### config.mk
export PLATFORM = sky130hd
export DESIGN_NAME = bomb_ctrl
export DESIGN_NICKNAME = d
export VERILOG_FILES = /design/src/rtl/bomb_ctrl.sv
export SDC_FILE = /design/constraint.sdc
export NUM_CORES = 1
export LEC_CHECK = 0
export BUFFER_PORTS_ARGS = -buffer_cell sky130_fd_sc_hd__buf_2
export CORE_MARGIN = 2
export CORE_UTILIZATION = 50
export DETAILED_ROUTE_END_ITERATION = 6
export GPL_ROUTABILITY_DRIVEN = 0
export GPL_TIMING_DRIVEN = 0
export PLACE_DENSITY = 0.8
export REMOVE_ABC_BUFFERS = 1
export SYNTH_ARGS = -nofsm -noshare
export SYNTH_HDL_FRONTEND = slang
export SYNTH_SLANG_ARGS = --single-unit
### constraint.sdc
create_clock -name frame_clk -period 3.75 [get_ports frame_clk]
set_input_delay 0.1875 -clock frame_clk [delete_from_list [all_inputs] [get_ports frame_clk]]
set_output_delay 0.1875 -clock frame_clk [all_outputs]
set_load 0.02 [all_outputs]
### src/rtl/bomb_ctrl.sv
// One-bomb-per-player controller: tile-snapped drop, fuse, cross-shaped blast rectangles, cooldown.
// Latency: all outputs registered, one frame after the triggering edge; no backpressure, requests outside IDLE are dropped.
module bomb_ctrl #(
  parameter int TILE         = 32,
  parameter int FUSE_FRAMES  = 120,
  parameter int BLAST_FRAMES = 30,
  parameter int COOL_FRAMES  = 15,
  parameter int RANGE        = 1,
  parameter int ARENA_MIN    = 32,
  parameter int ARENA_X_END  = 608,
  parameter int ARENA_Y_END  = 448
) (
  input  logic       frame_clk,
  input  logic       Reset,
  input  logic       bomb_drop,
  input  logic [9:0] userX,
  input  logic [9:0] userY,
  output logic [9:0] bombTX,
  output logic [9:0] bombTY,
  output logic       bomb_vis,
  output logic       exploding,
  output logic [9:0] blastHX,
  output logic [9:0] blastHY,
  output logic [9:0] blastHXS,
  output logic [9:0] blastHYS,
  output logic [9:0] blastVX,
  output logic [9:0] blastVY,
  output logic [9:0] blastVXS,
  output logic [9:0] blastVYS
);

  localparam logic [1:0] IDLE     = 2'd0;
  localparam logic [1:0] ARMED    = 2'd1;
  localparam logic [1:0] BLAST    = 2'd2;
  localparam logic [1:0] COOLDOWN = 2'd3;

  localparam logic [7:0]  FUSE_LAST  = 8'(FUSE_FRAMES - 1);
  localparam logic [7:0]  BLAST_LAST = 8'(BLAST_FRAMES - 1);
  localparam logic [7:0]  COOL_LAST  = 8'(COOL_FRAMES - 1);
  localparam logic [9:0]  SNAP_MASK  = ~10'(TILE - 1);
  localparam logic [9:0]  CX_OFF     = 10'd9;
  localparam logic [9:0]  CY_OFF     = 10'd13;
  localparam logic [10:0] LO_OFF     = 11'(RANGE * TILE);
  localparam logic [10:0] HI_OFF     = 11'((RANGE + 1) * TILE);
  localparam logic [10:0] A_MIN      = 11'(ARENA_MIN);
  localparam logic [10:0] X_END      = 11'(ARENA_X_END);
  localparam logic [10:0] Y_END      = 11'(ARENA_Y_END);
  localparam logic [9:0]  TILE_SZ    = 10'(TILE);

  typedef struct packed {
    logic [9:0] pos;
    logic [9:0] size;
  } span_t;

  logic [1:0] state;
  logic [7:0] counter;
  logic       drop_prev;
  logic       req;
  logic [9:0] cx;
  logic [9:0] cy;
  span_t      h_arm;
  span_t      v_arm;

  // One arm axis: 11-bit math so neither the low clip nor the high sum can wrap.
  function automatic span_t clip_arm(input logic [9:0] c, input logic [10:0] lim);
    logic [10:0] c11;
    logic [10:0] lo;
    logic [10:0] hi;
    span_t       s;
    c11    = {1'b0, c};
    lo     = (c11 >= A_MIN + LO_OFF) ? c11 - LO_OFF : A_MIN;
    hi     = (c11 + HI_OFF > lim) ? lim : c11 + HI_OFF;
    s.pos  = 10'(lo);
    s.size = (hi > lo) ? 10'(hi - lo) : 10'd0;
    return s;
  endfunction

  assign req   = bomb_drop & ~drop_prev;
  assign cx    = userX + CX_OFF;
  assign cy    = userY + CY_OFF;
  assign h_arm = clip_arm(bombTX, X_END);
  assign v_arm = clip_arm(bombTY, Y_END);

  always_ff @(posedge frame_clk) begin
    if (Reset) begin
      state     <= IDLE;
      counter   <= 8'd0;
      drop_prev <= 1'b1;
      bombTX    <= 10'd0;
      bombTY    <= 10'd0;
      bomb_vis  <= 1'b0;
      exploding <= 1'b0;
      blastHX   <= 10'd0;
      blastHY   <= 10'd0;
      blastHXS  <= 10'd0;
      blastHYS  <= 10'd0;
      blastVX   <= 10'd0;
      blastVY   <= 10'd0;
      blastVXS  <= 10'd0;
      blastVYS  <= 10'd0;
    end else begin
      drop_prev <= bomb_drop;
      case (state)
        IDLE: begin
          if (req) begin
            bombTX   <= cx & SNAP_MASK;
            bombTY   <= cy & SNAP_MASK;
            counter  <= 8'd0;
            bomb_vis <= 1'b1;
            state    <= ARMED;
          end
        end
        ARMED: begin
          if (counter == FUSE_LAST) begin
            counter   <= 8'd0;
            exploding <= 1'b1;
            blastHX   <= h_arm.pos;
            blastHXS  <= h_arm.size;
            blastHY   <= bombTY;
            blastHYS  <= TILE_SZ;
            blastVX   <= bombTX;
            blastVXS  <= TILE_SZ;
            blastVY   <= v_arm.pos;
            blastVYS  <= v_arm.size;
            state     <= BLAST;
          end else begin
            counter <= counter + 8'd1;
          end
        end
        BLAST: begin
          if (counter == BLAST_LAST) begin
            // Zero-size rectangles tell the opposing controller there is nothing to hit.
            counter   <= 8'd0;
            exploding <= 1'b0;
            bomb_vis  <= 1'b0;
            blastHX   <= 10'd0;
            blastHY   <= 10'd0;
            blastHXS  <= 10'd0;
            blastHYS  <= 10'd0;
            blastVX   <= 10'd0;
            blastVY   <= 10'd0;
            blastVXS  <= 10'd0;
            blastVYS  <= 10'd0;
            state     <= COOLDOWN;
          end else begin
            counter <= counter + 8'd1;
          end
        end
        COOLDOWN: begin
          if (counter == COOL_LAST) begin
            counter <= 8'd0;
            state   <= IDLE;
          end else begin
            counter <= counter + 8'd1;
          end
        end
        default: begin
          counter <= 8'd0;
          state   <= IDLE;
        end
      endcase
    end
  end

endmodule

# Word level (Yosys, flattened, before mapping)
# Index checks and enable logic that the tools add are counted.
totals:
  word_cells: 84
  out_inout_bits: 102
  reg_bits: 93
op_classes:
  magnitude_cmp: 6
  muxes: 36
  n_reduce_logical: 7
  n_eq_ne: 10
  addsub: 9
  bitwise: 2
op_table:
  columns: ["cell", "n"]
  rows:
  - ["case mux 10 bit (2 select lines)", 7]
  - ["two-way mux 10 bit", 10]
  - ["two-way mux 11 bit", 4]
  - ["two-way mux 8 bit", 4]
  - ["case mux 8 bit (4 select lines)", 1]
  - ["adder 10 x 7 -> 11 bit (second input constant)", 2]
  - ["greater-than comparator 11 bit", 2]
  - ["subtractor 10 x 6 -> 11 bit (second input constant)", 2]
  - ["adder 10 x 4 -> 10 bit (second input constant)", 2]
  - [">= comparator 10 x 7 -> 1 bit (second input constant)", 2]
  - ["subtractor 10 bit", 2]
  - ["greater-than comparator 11 x 10 -> 1 bit (second input constant)", 1]
  - ["greater-than comparator 11 x 9 -> 1 bit (second input constant)", 1]
  - ["adder 8 x 1 -> 8 bit (second input constant)", 1]
  - ["== test 8 x 4 -> 1 bit (second input constant)", 1]
  - ["== test 8 x 5 -> 1 bit (second input constant)", 1]
  - ["== test 8 x 7 -> 1 bit (second input constant)", 1]
  - ["two-way mux 2 bit", 4]
  - ["!= test 2 bit (second input constant)", 4]
  - ["case mux 2 bit (4 select lines)", 1]
  - ["AND reduction 3 bit", 2]
  - ["== test 2 bit (second input constant)", 2]
  - ["case mux 1 bit (2 select lines)", 2]
  - ["AND reduction 4 bit", 1]
  - ["other kinds (7)", 10]

# Longest topological paths before layout
# Gate-level depths: netlist (run 1).
depth:
  depth_word: 7
  mapped_depth: 15

# Worst setup path after synthesis (run 1)
# No wires, ideal clock.
synth_path:
  path_kind: "register to register"
  from: "reg bombTY[7]"
  to: "reg blastVYS[6]"
  slack_ns: 0.425
  t_arrival_ns: 3.265
  path_stages_with_launch: 16
  setup_ns: 0.060
  n_path_buf: 1
  cell_sequence: "dfxtp_1 clkbuf_1 inv_1 ha_1 nor2b_1 a31oi_1 a21oi_1 o22ai_1 nand2_1 ha_1 fa_1 nor2b_1 o31a_1 o22ai_1 a311oi_1 a22o_1"
synth_via:
  elab_chain_len: 7
  elab_cells_between_ends: 11
synth_lines:
  columns: ["item", "line", "rtl"]
  rows:
  - ["start, declared", "19", "output logic [9:0] bombTY,"]
  - ["start signal, assigned", "107", "bombTY <= cy & SNAP_MASK;"]
  - ["adder 10 x 7 -> 11 bit", "72", "hi = (c11 + HI_OFF > lim) ? lim : c11 + HI_OFF;"]
  - ["greater-than comparator 11 x 9 -> 1 bit", "72", null]
  - ["two-way mux 11 bit", "72", null]
  - ["subtractor 10 bit / greater-than comparator 11 bit (equally long branches)", "74", "s.size = (hi > lo) ? 10'(hi - lo) : 10'd0;"]
  - ["two-way mux 10 bit (*)", "74", null]
  - ["two-way mux 10 bit (*)", "114", "if (counter == FUSE_LAST) begin"]
  - ["case mux 10 bit (2 select lines) (*)", "103", "case (state)"]
  - ["end signal, assigned", "124", "blastVYS <= v_arm.size;"]
  - ["end, declared", "29", "output logic [9:0] blastVYS"]
# Every way passes the cells marked *; elsewhere a longest branch is shown, timed or not. The select of a mux whose other input is x is not followed.
# A chain may end at the register's enable or synchronous reset.

# Final worst setup path (run 1)
layout_path:
  from: "reg bombTY[7]"
  to: "reg blastVYS[7]"
# Same word-level chain as after synthesis.

==> impl_metrics.py, run 1 <==
metrics = {
    "sta": {
        "rsz0062_at_grt": "false",
        "drv_slew": 0,
        "period_share": 0.924,
        "max_freq_mhz": 289,
        "finalSetupViolations": 0,
        "fin_crit_ps": 3470,
        "tns_ps": 0,
        "tightest_slew_ps": 1250,
        "hold_viol": 0,
        "fin_skew_ps": 12.4,
        "hold_ws_ps": 87.7,
        "relSlewSlack": 0.164,
    },
    "global_routing": {
        "grt_usage": 0.182,
        "grt_start_max_net_pins": 29,
        "grt_overflow": 0,
        "antenna_found_initial": 0,
        "grt_pass1_wl_um": 12500,
        "grt_pass1_vias": 2753,
    },
    "logic_synthesis": {
        "yosysSeqAreaShare": 0.288,
        "syn_area_per_cell_um2": 8.48,
        "yosys_most_used_dff": "dfxtp_1",
        "yosys-top-cells-area": "dfxtp_1 (29%), buf_4 (12%), ha_1 (9.8%), a22o_1 (4.3%), nor2_1 (3.2%)",
        "synth_largest_area_cell": "dfxtp_1",
        "synth_cell_types": 56,
        "yosysWarnings": 0,
        "yosysMostFrequentCell": "buf_4",
        "synth_edf_count": 0,
        "synth_area_um2": 3690,
        "yosys-top-cells-count": "buf_4 (60), dfxtp_1 (53), nor2_1 (31), ha_1 (29), inv_1 (24)",
        "async_reset_ff_frac": 0,
        "ys_ff_latch": 53,
        "synth_top_area_frac": 0.288,
        "syn_inst": 435,
    },
    "worst_setup_path": {
        "critPathTopFamily": "compound AO/OA/AOI/OAI gates",
        "path_class": "register to register",
        "slowest_delay_ps": 600,
        "end_kind": "register",
        "critical_path.max_fanout": 12,
        "arrival_ps": 3730,
        "required_ps": 4010,
        "worstPathCellList": "inv_1 > ha_1 > nor2b_1 > a31oi_1 > a21oi_1 > o22ai_1 > nand2_1 > ha_1 > fa_1 > nor2b_1 > o31a_1 > o22ai_1 > a311oi_2 > a22o_1",
        "crit_buf_inv": 1,
        "start_kind": "register",
        "crit_slowest_cell": "dfxtp_1",
    },
    "layout": {
        "finalNetCount": 543,
        "num-fill-cells": 654,
        "final_cells": 588,
        "n_antenna_cell": 0,
        "syn_to_final_growth_pct": 6.72,
        "drive_gt1_frac": 0.182,
    },
    "power": {
        "leakagePower_nw": 1.89,
        "comb_power_share": 0.439,
        "p_per_area_nw_per_um2": 455,
        "total_power_w": 0.00179,
        "p_clk_frac": 0.210,
        "internal_power_w": 0.00109,
        "pwr-share-seq": 0.351,
        "sw_frac_of_total": 0.393,
        "peakVddDrop_mv": 0.224,
        "power_switching_w": 0.000704,
    },
    "placement": {
        "hpwlAfterDp_um": 5810,
        "portBuffers": 66,
        "placed_cells": 581,
    },
    "clocking": {
        "cts.sinks": 53,
        "hold_buffers": 0,
        "cts.path.max_buffers": 2,
        "post-cts-setup-buffer-count": 0,
        "h-tree-depth": 2,
        "worstSkewPairLatency_ps": 310,
        "cts_root_buf": "clkbuf_8",
        "cts_made_buffers": 5,
        "clk_pin_slew_ps": 100,
        "cts_tree": "yes",
    },
    "drt": {
        "wl_per_cell_um": 12.9,
        "drt-total-wl_um": 7600,
        "drt_first_iter_violations": 98,
        "drt-vias-per-instance": 5.21,
        "drc": 0,
        "vias": 3063,
        "ant_nets": 0,
        "drtPass1Iterations": 5,
    },
    "floorplanning": {
        "rows": 31,
        "die_y_um": 89.9,
        "core-area_um2": 7210,
        "dieArea_um2": 8080,
        "initial_utilization": 0.511,
        "die_width_um": 89.9,
        "ios": 125,
    },
    "outcome": {
        "outcome": "finished clean",
    },
    "job": {
        "maxCapViolations": 0,
    },
    "worst_hold_path": {
        "hold_class": "primary input to register",
    },
}
==> metrics by stage <==
stage | worst slack, ps | instance area, um2 | util
global route | 23.6 | 3940 | 0.546
CTS | 139 | 3930 | 0.545
finish | 284 | 3940 | 0.546
global placement | 281 | 3820 | 0.530
detailed placement | 155 | 3820 | 0.530
floorplan | 478 | 3370 | -
==> layer usage <==
metal	track usage	up-vias	wire (um)
met5	0	-	0
met4	0.0718	0	123
met3	0.0319	15	430
met2	0.310	104	3720
met1	0.231	1429	3330
li1	-	1515	-
==> cell usage in the layout, fill, tap and decap left out, types with 13 or more instances in the layout <==
cell type,n
dfxtp_1,52
nor2_1,31
conb_1,61
nand2_1,23
o21ai_0,13
nand3_1,13
ha_1,29
a22o_1,18
nor2b_1,14
a21oi_1,19
buf_2,66
inv_1,24
==> final cells by class <==
type | count | area [um2] | area share
clock buffers | 5 | 68.8 | 0.0175
clock inverters | 2 | 35.0 | 0.00890
repair buffers | 66 | 330 | 0.0839
inverters | 24 | 90.1 | 0.0229
flip-flops and latches | 53 | 1060 | 0.270
multi-input cells | 339 | 2230 | 0.565
well taps | 99 | 124 | 0.0315
==> timing repair <==
item	in CTS	in global routing
gates resized for setup	0	2
hold endpoints to repair	0	0
endpoints found under the setup margin	0	4
==> power by group through the flow <==
stage          Clock [W]  Combinational (W)  Sequential [W]
2_1_floorplan          0           0.000596        0.000643
4_1_cts         0.000382           0.000776        0.000627
3_5_place_dp           0           0.000771        0.000641
3_3_place_gp           0           0.000735        0.000639
6_report        0.000376           0.000786        0.000628
5_1_grt         0.000405           0.000878        0.000635
==> kinds of logic (layout without fill, tap and decap cells) <==
group                      count (synthesis)  after routing  share of synthesized area
buffers and inverters                    103             97                      0.172
adders and majority gates                 31             31                      0.109
muxes                                      3              3                    0.00814
DFF                                       53             53                      0.288
AOI/OAI and AO/OA                        102            102                      0.198
other                                      1             61                    0.00102
xor gates and xnor gates                  13             13                     0.0309
and+or+nand+nor                          129            129                      0.193
==> worst register-to-register path, stage by stage, from the launching register on <==
cell      delay [ps]
dfxtp_1          600
inv_1            100
ha_1             300
nor2b_1          150
a31oi_1          160
a21oi_1           50
o22ai_1          260
nand2_1           90
ha_1             220
fa_1             420
nor2b_1          200
o31a_1           180
o22ai_1          130
a311oi_2         390
a22o_1           180
==> flip-flops by register name, summed over array words and instances, names as in the netlist, 2 cells and up <==
register / cells
blastHX: 5
blastHXS: 5
blastHY: 5
blastVX: 5
blastVY: 5
blastVYS: 5
bombTX: 5
bombTY: 5
counter: 8
state: 2
==> path summary, 6_finish.rpt <==
| path | startpoint | to | slack [ps] | cells past startpoint |
|---|---|---|---|---|
| worst max-delay path | bombTY[7]$_SDFFE_PP0P_ | blastVYS[7]$_SDFFE_PP0P_ | 280 | 14 |
| worst min-delay path | bomb_drop | drop_prev$_SDFF_PP1_ | 90 | 2 |
| worst max register to register | bombTY[7]$_SDFFE_PP0P_ | blastVYS[7]$_SDFFE_PP0P_ | 280 | 14 |
| worst min register to register | blastHXS[5]$_SDFFE_PP0P_ | blastHXS[5]$_SDFFE_PP0P_ | 470 | 1 |
Note: power is estimated with default switching activity, not from simulation.
==> inputs of run 2 (changes only) <==
- BUFFER_PORTS_ARGS: -buffer_cell sky130_fd_sc_hd__buf_2 -> -buffer_cell sky130_fd_sc_hd__buf_4
==> impl_metrics.py, run 2 (synthesis results as in run 1) <==
metrics = {
    "floorplanning": {
        "ios": 125,
        "dieArea_um2": 8080,
        "die_y_um": 89.9,
        "initial_utilization": 0.511,
        "rows": 31,
        "core-area_um2": 7210,
        "die_width_um": 89.9,
    },
    "drt": {
        "drt-total-wl_um": 7350,
        "wl_per_cell_um": 12.5,
        "ant_nets": 0,
        "drt_first_iter_violations": 86,
        "drt-vias-per-instance": 5.17,
        "drtPass1Iterations": 4,
        "drc": 0,
        "vias": 3044,
    },
    "sta": {
        "relSlewSlack": 0.155,
        "hold_ws_ps": 69.0,
        "hold_viol": 0,
        "period_share": 0.929,
        "tns_ps": 0,
        "max_freq_mhz": 287,
        "finalSetupViolations": 0,
        "fin_skew_ps": 9.73,
        "tightest_slew_ps": 1260,
        "drv_slew": 0,
        "rsz0062_at_grt": "false",
        "fin_crit_ps": 3480,
    },
    "worst_hold_path": {
        "hold_class": "primary input to register",
        "holdPathStages": 2,
    },
    "global_routing": {
        "grt_start_max_net_pins": 29,
        "grt_pass1_vias": 2722,
        "grt_overflow": 0,
        "grt_pass1_wl_um": 12200,
        "grt_usage": 0.178,
        "antenna_found_initial": 0,
    },
    "clocking": {
        "cts_root_buf": "clkbuf_8",
        "worstSkewPairLatency_ps": 310,
        "post-cts-setup-buffer-count": 0,
        "h-tree-depth": 2,
        "cts_made_buffers": 5,
        "cts.path.max_buffers": 2,
        "cts_tree": "yes",
        "cts.sinks": 53,
        "clk_pin_slew_ps": 100,
    },
    "placement": {
        "portBuffers": 66,
        "hpwlAfterDp_um": 5730,
    },
    "job": {
        "maxCapViolations": 0,
    },
    "power": {
        "peakVddDrop_mv": 0.248,
        "p_per_area_nw_per_um2": 426,
        "leakagePower_nw": 1.89,
    },
    "worst_setup_path": {
        "worstPathCellList": "inv_1 > ha_1 > nor2b_1 > a31oi_1 > a21oi_1 > o22ai_1 > nand2_1 > ha_1 > fa_1 > nor2b_1 > o31a_1 > o22ai_1 > a311oi_1 > a22o_1",
        "path_class": "register to register",
        "start_kind": "register",
        "end_kind": "register",
        "arrival_ps": 3730,
        "reg2reg_depth": 14,
        "critical_path.max_fanout": 11,
        "required_ps": 4000,
        "slowest_delay_ps": 480,
        "crit_slowest_cell": "a311oi_1",
    },
    "layout": {
        "num-fill-cells": 677,
        "layout_common_cells": "buf_4 (66), conb_1 (61), dfxtp_1 (51)",
        "syn_to_final_growth_pct": 10.6,
        "largest_reg_flops": 8,
        "largest-register": "counter",
        "final_common_cell": "buf_4",
        "finalNetCount": 543,
        "n_antenna_cell": 0,
        "drive_gt1_frac": 0.182,
    },
    "outcome": {
        "outcome": "finished clean",
    },
}
[run 2: changes by cell type in the layout (fill, tap and decap cells not counted), sizes merged]
cell | before | now
inv | 24 | 25
bufinv | 1 | 0
clkbuf | 5 | 6
[run 2: power breakdown]
| group | total [W] | switching (W) | internal (W) |
|---|---|---|---|
| clock network | 0.000320 | 0.000186 | 0.000133 |
| registers | 0.000630 | 0.0000453 | 0.000585 |
| logic | 0.000786 | 0.000466 | 0.000320 |
[run 2: path summary, 6_finish.rpt]
| kind | startpoint | end | slack, ps |
|---|---|---|---|
| worst max-delay path | bombTY[6]$_SDFFE_PP0P_ | blastVYS[8]$_SDFFE_PP0P_ | 270 |
| worst min-delay path | bomb_drop | drop_prev$_SDFF_PP1_ | 70 |
| worst max register to register | bombTY[6]$_SDFFE_PP0P_ | blastVYS[8]$_SDFFE_PP0P_ | 270 |
| worst min register to register | blastVYS[5]$_SDFFE_PP0P_ | blastVYS[5]$_SDFFE_PP0P_ | 470 |
[run 2: area by class of cell]
cell class              instances  area (um2)  area share
clock buffers                   6        72.6      0.0178
clock inverters                 2        13.8     0.00337
inverters                      24        90.1      0.0221
multi-input cells             339        2220       0.544
flip-flops and latches         53        1060       0.261
well taps                      99         124      0.0304
repair buffers                 66         495       0.121
[run 2: stage by stage]
| step | cells | worst slack [ps] | power (W) | cell area (um2) | util |
|---|---|---|---|---|---|
| 2_1_floorplan | 416 | 478 | 0.00124 | 3370 | - |
| 3_3_place_gp | 581 | 258 | 0.00139 | 3990 | 0.553 |
| 3_5_place_dp | 581 | 159 | 0.00142 | 3990 | 0.553 |
| 4_1_cts | 589 | 117 | 0.00173 | 4080 | 0.565 |
| 5_1_grt | 589 | 60.7 | 0.00186 | 4080 | 0.565 |
| 6_report | 589 | 267 | 0.00174 | 4080 | 0.565 |
[run 2: worst max-delay path: cells and delay by family (launching register included)]
kind / cells / cell delay (ps)
buf+inv: 1 / 120
flops: 1 / 470
simple gates: 3 / 430
compound gates: 7 / 1440
fa+ha+maj: 3 / 950
[run 2: repair_timing]
action                                  4_1_cts  5_1_grt
gates resized for setup                       0        2
endpoints found under the setup margin        0        4
hold buffers                                  0        0
[run 2: routing by layer]
metal | vias to the layer above | track usage | share of wire
li1 | 1515 | - | -
met1 | 1426 | 0.218 | 0.44
met2 | 96 | 0.323 | 0.49
met3 | 7 | 0.0352 | 0.053
met4 | 0 | 0.0410 | 0.0086
met5 | - | 0 | 0
